### config.mk
export PLATFORM = sky130hd
export DESIGN_NAME = cv32e40p_ft_fault_manager
export DESIGN_NICKNAME = d
export VERILOG_FILES = /design/src/rtl/cv32e40p_ft_fault_manager.sv
export SDC_FILE = /design/constraint.sdc
export NUM_CORES = 1
export LEC_CHECK = 0
export ABC_AREA = 1
export ABC_CLOCK_PERIOD_IN_PS = 1500
export CORE_MARGIN = 2
export CORE_UTILIZATION = 55
export DETAILED_ROUTE_END_ITERATION = 10
export DONT_BUFFER_PORTS = 1
export HOLD_SLACK_MARGIN = 0.1
export PLACE_DENSITY = 0.73
export SLEW_MARGIN = 20
export SYNTH_ARGS = -nofsm -noshare
export SYNTH_HDL_FRONTEND = slang
export SYNTH_SLANG_ARGS = --single-unit
### constraint.sdc
create_clock -name clk -period 1.5 [get_ports clk]
set_input_delay 0.15 -clock clk [delete_from_list [all_inputs] [get_ports clk]]
set_output_delay 0.15 -clock clk [all_outputs]
set_load 0.01 [all_outputs]
### src/rtl/cv32e40p_ft_fault_manager.sv
`default_nettype none
// ============================================================================
// Module   : cv32e40p_ft_fault_manager
// Brief    : Consumes TMR voter "detected" flags from the fault-tolerant EX
//            units, requests re-execution on a fault, separates transient
//            from permanent faults, keeps saturating statistics and raises
//            an interrupt when a fault is declared permanent.
// Options  : CV32E40P_FT_TIMESTAMP_EN adds a free-running cycle counter and
//            captures its value at the first fault after reset/clear.
// Revision : 1.0 - initial release
// ============================================================================
module cv32e40p_ft_fault_manager #(
  parameter int N_SRC     = 3,
  parameter int MAX_RETRY = 2,
  parameter int CHECK_WIN = 4,
  parameter int CNT_W     = 16
) (
  input  logic             clk,
  input  logic             rst,
  input  logic             valid_i,
  input  logic [N_SRC-1:0] fault_vec_i,
  input  logic             retry_ack_i,
  input  logic             clear_i,
  output logic             retry_req_o,
  output logic             permanent_o,
  output logic             irq_o,
  output logic [N_SRC-1:0] src_sticky_o,
  output logic [CNT_W-1:0] fault_total_o,
  output logic [CNT_W-1:0] transient_cnt_o
`ifdef CV32E40P_FT_TIMESTAMP_EN
  ,
  output logic [31:0]      first_ts_o,
  output logic             ts_valid_o
`endif
);

  localparam int c_RC_W = $clog2(MAX_RETRY + 1);
  localparam int c_TM_W = $clog2(CHECK_WIN + 1);

  typedef enum logic [1:0] {
    S_IDLE  = 2'd0,
    S_RETRY = 2'd1,
    S_CHECK = 2'd2,
    S_PERM  = 2'd3
  } state_t;

  state_t            r_state;
  state_t            w_state_next;
  logic [c_RC_W-1:0] r_retry_cnt;
  logic [c_RC_W-1:0] w_retry_cnt_next;
  logic [c_RC_W-1:0] w_retry_cnt_inc;
  logic [c_TM_W-1:0] r_timer;
  logic [c_TM_W-1:0] w_timer_next;
  logic              r_irq;
  logic              w_irq_next;
  logic              w_fault_inc;
  logic              w_trans_inc;
  logic              w_qual;
  logic [N_SRC-1:0]  r_sticky;
  logic [CNT_W-1:0]  r_fault_total;
  logic [CNT_W-1:0]  r_transient;

  // A fault only counts when the EX op actually completes this cycle.
  assign w_qual          = valid_i & (|fault_vec_i);
  assign w_retry_cnt_inc = r_retry_cnt + 1'b1;

  // Next-state and event decode for the retry/check state machine.
  always_comb begin
    w_state_next     = r_state;
    w_retry_cnt_next = r_retry_cnt;
    w_timer_next     = r_timer;
    w_irq_next       = 1'b0;
    w_fault_inc      = 1'b0;
    w_trans_inc      = 1'b0;
    case (r_state)
      S_IDLE: begin
        if (w_qual) begin
          w_state_next     = S_RETRY;
          w_retry_cnt_next = '0;
          w_fault_inc      = 1'b1;
        end
      end
      S_RETRY: begin
        // Fault flags are meaningless while the op is being replayed.
        if (retry_ack_i) begin
          w_state_next = S_CHECK;
          w_timer_next = '0;
        end
      end
      S_CHECK: begin
        if (w_qual) begin
          w_fault_inc      = 1'b1;
          w_retry_cnt_next = w_retry_cnt_inc;
          if (w_retry_cnt_inc == c_RC_W'(MAX_RETRY)) begin
            w_state_next = S_PERM;
            w_irq_next   = 1'b1;
          end else begin
            w_state_next = S_RETRY;
          end
        end else if (valid_i) begin
          w_state_next = S_IDLE;
          w_trans_inc  = 1'b1;
        end else if (r_timer == c_TM_W'(CHECK_WIN - 1)) begin
          // Replayed op never came back; treat the fault as transient.
          w_state_next = S_IDLE;
          w_trans_inc  = 1'b1;
        end else begin
          w_timer_next = r_timer + 1'b1;
        end
      end
      S_PERM: begin
        if (w_qual) begin
          w_fault_inc = 1'b1;
        end
      end
      default: begin
        w_state_next = S_IDLE;
      end
    endcase
  end

  // State register; software clear overrides any event in the same cycle.
  always_ff @(posedge clk) begin
    if (rst || clear_i) begin
      r_state     <= S_IDLE;
      r_retry_cnt <= '0;
      r_timer     <= '0;
      r_irq       <= 1'b0;
    end else begin
      r_state     <= w_state_next;
      r_retry_cnt <= w_retry_cnt_next;
      r_timer     <= w_timer_next;
      r_irq       <= w_irq_next;
    end
  end

  // Saturating statistics and per-source sticky flags.
  always_ff @(posedge clk) begin
    if (rst || clear_i) begin
      r_sticky      <= '0;
      r_fault_total <= '0;
      r_transient   <= '0;
    end else begin
      if (w_fault_inc) begin
        r_sticky <= r_sticky | fault_vec_i;
        if (r_fault_total != {CNT_W{1'b1}}) begin
          r_fault_total <= r_fault_total + 1'b1;
        end
      end
      if (w_trans_inc && (r_transient != {CNT_W{1'b1}})) begin
        r_transient <= r_transient + 1'b1;
      end
    end
  end

  assign retry_req_o     = (r_state == S_RETRY);
  assign permanent_o     = (r_state == S_PERM);
  assign irq_o           = r_irq;
  assign src_sticky_o    = r_sticky;
  assign fault_total_o   = r_fault_total;
  assign transient_cnt_o = r_transient;

`ifdef CV32E40P_FT_TIMESTAMP_EN
  logic [31:0] r_ts_cnt;
  logic [31:0] r_first_ts;
  logic        r_ts_valid;

  // Free-running cycle counter; only reset restarts it, clear leaves it alone.
  always_ff @(posedge clk) begin
    if (rst) begin
      r_ts_cnt <= '0;
    end else begin
      r_ts_cnt <= r_ts_cnt + 32'd1;
    end
  end

  // Capture the time of the first counted fault; later faults keep it.
  always_ff @(posedge clk) begin
    if (rst || clear_i) begin
      r_first_ts <= '0;
      r_ts_valid <= 1'b0;
    end else if (w_fault_inc && !r_ts_valid) begin
      r_first_ts <= r_ts_cnt;
      r_ts_valid <= 1'b1;
    end
  end

  assign first_ts_o = r_first_ts;
  assign ts_valid_o = r_ts_valid;
`endif

endmodule
`default_nettype wire

==> impl_metrics.toml <==
[floorplanning]
dieArea_mm2 = 0.00532
die_w_um = 72.9
fp.dieH_um = 72.9
core.rowCount = 25
coreArea_mm2 = 0.00466
pin_count = 46
start_util_pct = 56.0

[power_and_ir_drop]
vdd_drop_max_mv = 0.425
p_leak_nw = 1.39
power_density_mw_per_mm2 = 679

[worst_setup_path]
max_stage_delay_ns = 0.33
critPathBufInv = 1
arrival_ns = 1.66
path_cells = "buf_4, ha_1, o21bai_1, nor2_1, nand2_2, o21ai_1, a21oi_1"
cp_top_family = "compound AO/OA/AOI/OAI gates"
crit_path_max_fanout = 4
cp-end-kind = "flip-flop"
cpMaxStageDelayCell = "dfxtp_1"
required_ns = 1.69
path_class = "flip-flop to flip-flop"
ff2ff_setup_slack_ns = 0.03
crit_path_start_kind = "flip-flop"

[clock_network]
cts.sink_count = 43
ctsLongestPathBuffers = 2
cts_buffers = 5
clk_pin_slew_worst_paths_ns = 0.09
tritoncts = "yes"
cts_max_level = 2
clk_latency_ns = 0.30
cts_root_buf = "clkbuf_8"

[finish]
fin_nets = 474
fin_cells = 511
num-fill-cells = 362
area_delta_synth_final_pct = 33.5
drive_gt1_share_pct = 32.8
num_antenna_cells = 0

[logic_synthesis]
synth_area_leader_cell = "dfxtp_1"
ys_seq_area_share_pct = 33.0
synth_warnings = 0
syn_inst = 392
synth-edff-count = 0
avgSynthCellArea_um2 = 6.66
ys_ff_latch = 43
synth_top_cell_area_share_pct = 33.0
synth_ff_type = "dfxtp_1"
synth-async-reset-ratio_pct = 0
synth_most_common_cell = "nand2_1"
synthDistinctLibCells = 30
syn_nets = 410
synth_area_mm2 = 0.00261
netlist_top_cells_count = "nand2_1, nor2_1, dfxtp_1"
ys_top_cells_by_area = "dfxtp_1, nand2_1, nor2_1, inv_1, ha_1"

[timing]
tightest_slew_ns = 0.645
layout_min_cycle_time_ns = 1.47
fmax_mhz = 681
slew_headroom_pct = 57.0
tns_ns = 0
hold_viol_final = 0
rsz0062_at_grt = "yes"
fin_skew_ns = 0.0114
setup_violations = 0
maxSlewViolCount = 0
min_period_over_period_pct = 97.9

[drt]
drc_errors = 0
drtIter0Drc = 149
viasPerCell = 5.30
ant_nets = 0
drt-pass1-iter-count = 4
finalWirelength_um = 6990
wl_per_cell_um = 13.7
num_vias = 2709

[place]
numPlacedInstances = 497
port_buffers = 0
dpl.hpwl_um = 4760
globalplace.congestion = 0.884

[global_routing]
grtUsageTotal_pct = 25.9
overflow = 0
antenna_found_initial = 0
grt_max_degree = 17
first_global_vias = 2466
grt_pass1_wl_um = 10800

[worst_hold_path]
hold_path.class = "primary input to flip-flop"

[flow_run]
drv_cap = 0

[status]
status = "finished clean"
==> report_power, final <==
part / switching (mW) / leakage, nW / total (mW) / internal [mW]
sequential: 0.0105 / 0.351 / 1.16 / 1.15
combinational: 0.154 / 0.977 / 0.260 / 0.107
clock: 0.405 / 0.0612 / 0.944 / 0.539
==> path summary, 6_finish.rpt <==
| kind | startpoint | cells past startpoint | end |
|---|---|---|---|
| max | r_state[0] | 7 | r_state[0] |
| min reg2reg | r_retry_cnt[1] | 2 | r_retry_cnt[1] |
| min | valid_i | 3 | r_retry_cnt[1] |
| max reg2reg | r_state[0] | 7 | r_state[0] |
==> flip-flops by register name, indices dropped and copies added, names as in the netlist <==
register         count
r_retry_cnt          2
r_state              2
transient_cnt_o     16
r_timer              3
fault_total_o       16
irq_o                1
src_sticky_o         3
==> cell usage in the layout (no fill, tap or decap) <==
| cell type | netlist | final |
|---|---|---|
| o21ai_0 | 7 | 2 |
| a21oi_2 | 12 | 16 |
| ha_1 | 10 | 3 |
| nand2_1 | 117 | 108 |
| ha_2 | 0 | 3 |
| inv_2 | 2 | 5 |
| bufinv_16 | 0 | 1 |
| xnor2_1 | 3 | 3 |
| o211ai_1 | 1 | 1 |
| nand2_4 | 1 | 6 |
| inv_1 | 38 | 35 |
| nand3_1 | 20 | 16 |
| buf_6 | 3 | 1 |
| buf_12 | 0 | 3 |
| nor2_4 | 4 | 9 |
| dfxtp_2 | 0 | 8 |
| nor2_2 | 5 | 7 |
| o21a_1 | 1 | 1 |
| dlygate4sd3_1 | 0 | 2 |
| a211oi_1 | 1 | 1 |
| o21ai_2 | 1 | 1 |
| nor2_1 | 55 | 48 |
| dfxtp_1 | 43 | 35 |
| ha_4 | 0 | 4 |
| nand3b_1 | 5 | 5 |
| a21oi_1 | 23 | 19 |
| nand2_2 | 8 | 13 |
| or2_2 | 1 | 1 |
| xor2_1 | 7 | 7 |
| o21ai_1 | 0 | 5 |
| clkinv_2 | 1 | 2 |
| nand3_2 | 1 | 5 |
| clkbuf_16 | 0 | 1 |
| clkbuf_8 | 0 | 6 |
| nor3_1 | 2 | 2 |
| buf_4 | 0 | 58 |
| o21bai_1 | 1 | 1 |
| nand4_1 | 13 | 13 |
==> kinds of logic (layout without fill, tap and decap cells) <==
logic type | count (synthesis) | count (layout) | synth area share [%]
AOI/OAI and AO/OA | 47 | 47 | 11.3
and+or+nand+nor | 232 | 233 | 39.4
buffers and inverters | 50 | 114 | 8.24
DFF | 43 | 43 | 33.0
adders and majority gates | 10 | 10 | 4.79
xor gates and xnor gates | 10 | 10 | 3.35
==> per-layer routing <==
layer	wire length [µm]	part of all wire, %	GRT usage, %
met2	3510	50	44.1
met3	344	4.9	5.52
met1	2930	42	32.4
met4	207	3.0	8.85
met5	0	0	0
==> worst register-to-register path, stage by stage (launching register included) <==
cell and delay [ns]:
dfxtp_1 0.33, buf_4 0.14, ha_1 0.24, o21bai_1 0.17, nor2_1 0.12, nand2_2 0.10
o21ai_1 0.19, a21oi_1 0.07
==> metrics by stage <==
stage	power [mW]	utilization, %	setup WS (ns)	hold WS [ns]	cell area (µm²)
after floorplan	1.32	-	0.000625	0.293	2620
after global placement	1.40	66.9	0.00628	0.295	3120
after detailed placement	1.41	66.9	-0.0824	0.307	3120
after CTS	2.35	70.3	-0.00582	0.124	3280
after global routing	2.46	74.8	-0.0777	0.162	3490
final	2.37	74.8	0.0315	0.124	3490
==> final cells by class <==
type	count	area, µm²	area share (%)
Timing Repair Buffer	65	552	15.8
Multi-Input combinational cell	300	1720	49.4
Tap cell	54	67.6	1.94
Clock inverter	2	35.0	1.00
Clock buffer	6	82.6	2.37
Sequential cell	43	871	25.0
Inverter	41	155	4.45
==> timing repair <==
action	CTS	global route
hold buffers	2	0
resized for setup	5	53
endpoints found under the hold margin	2	0
endpoints found under the setup margin	16	39
cloned	1	1
pin swaps	2	21
setup buffers	1	1
(Power assumes the default switching activity.)
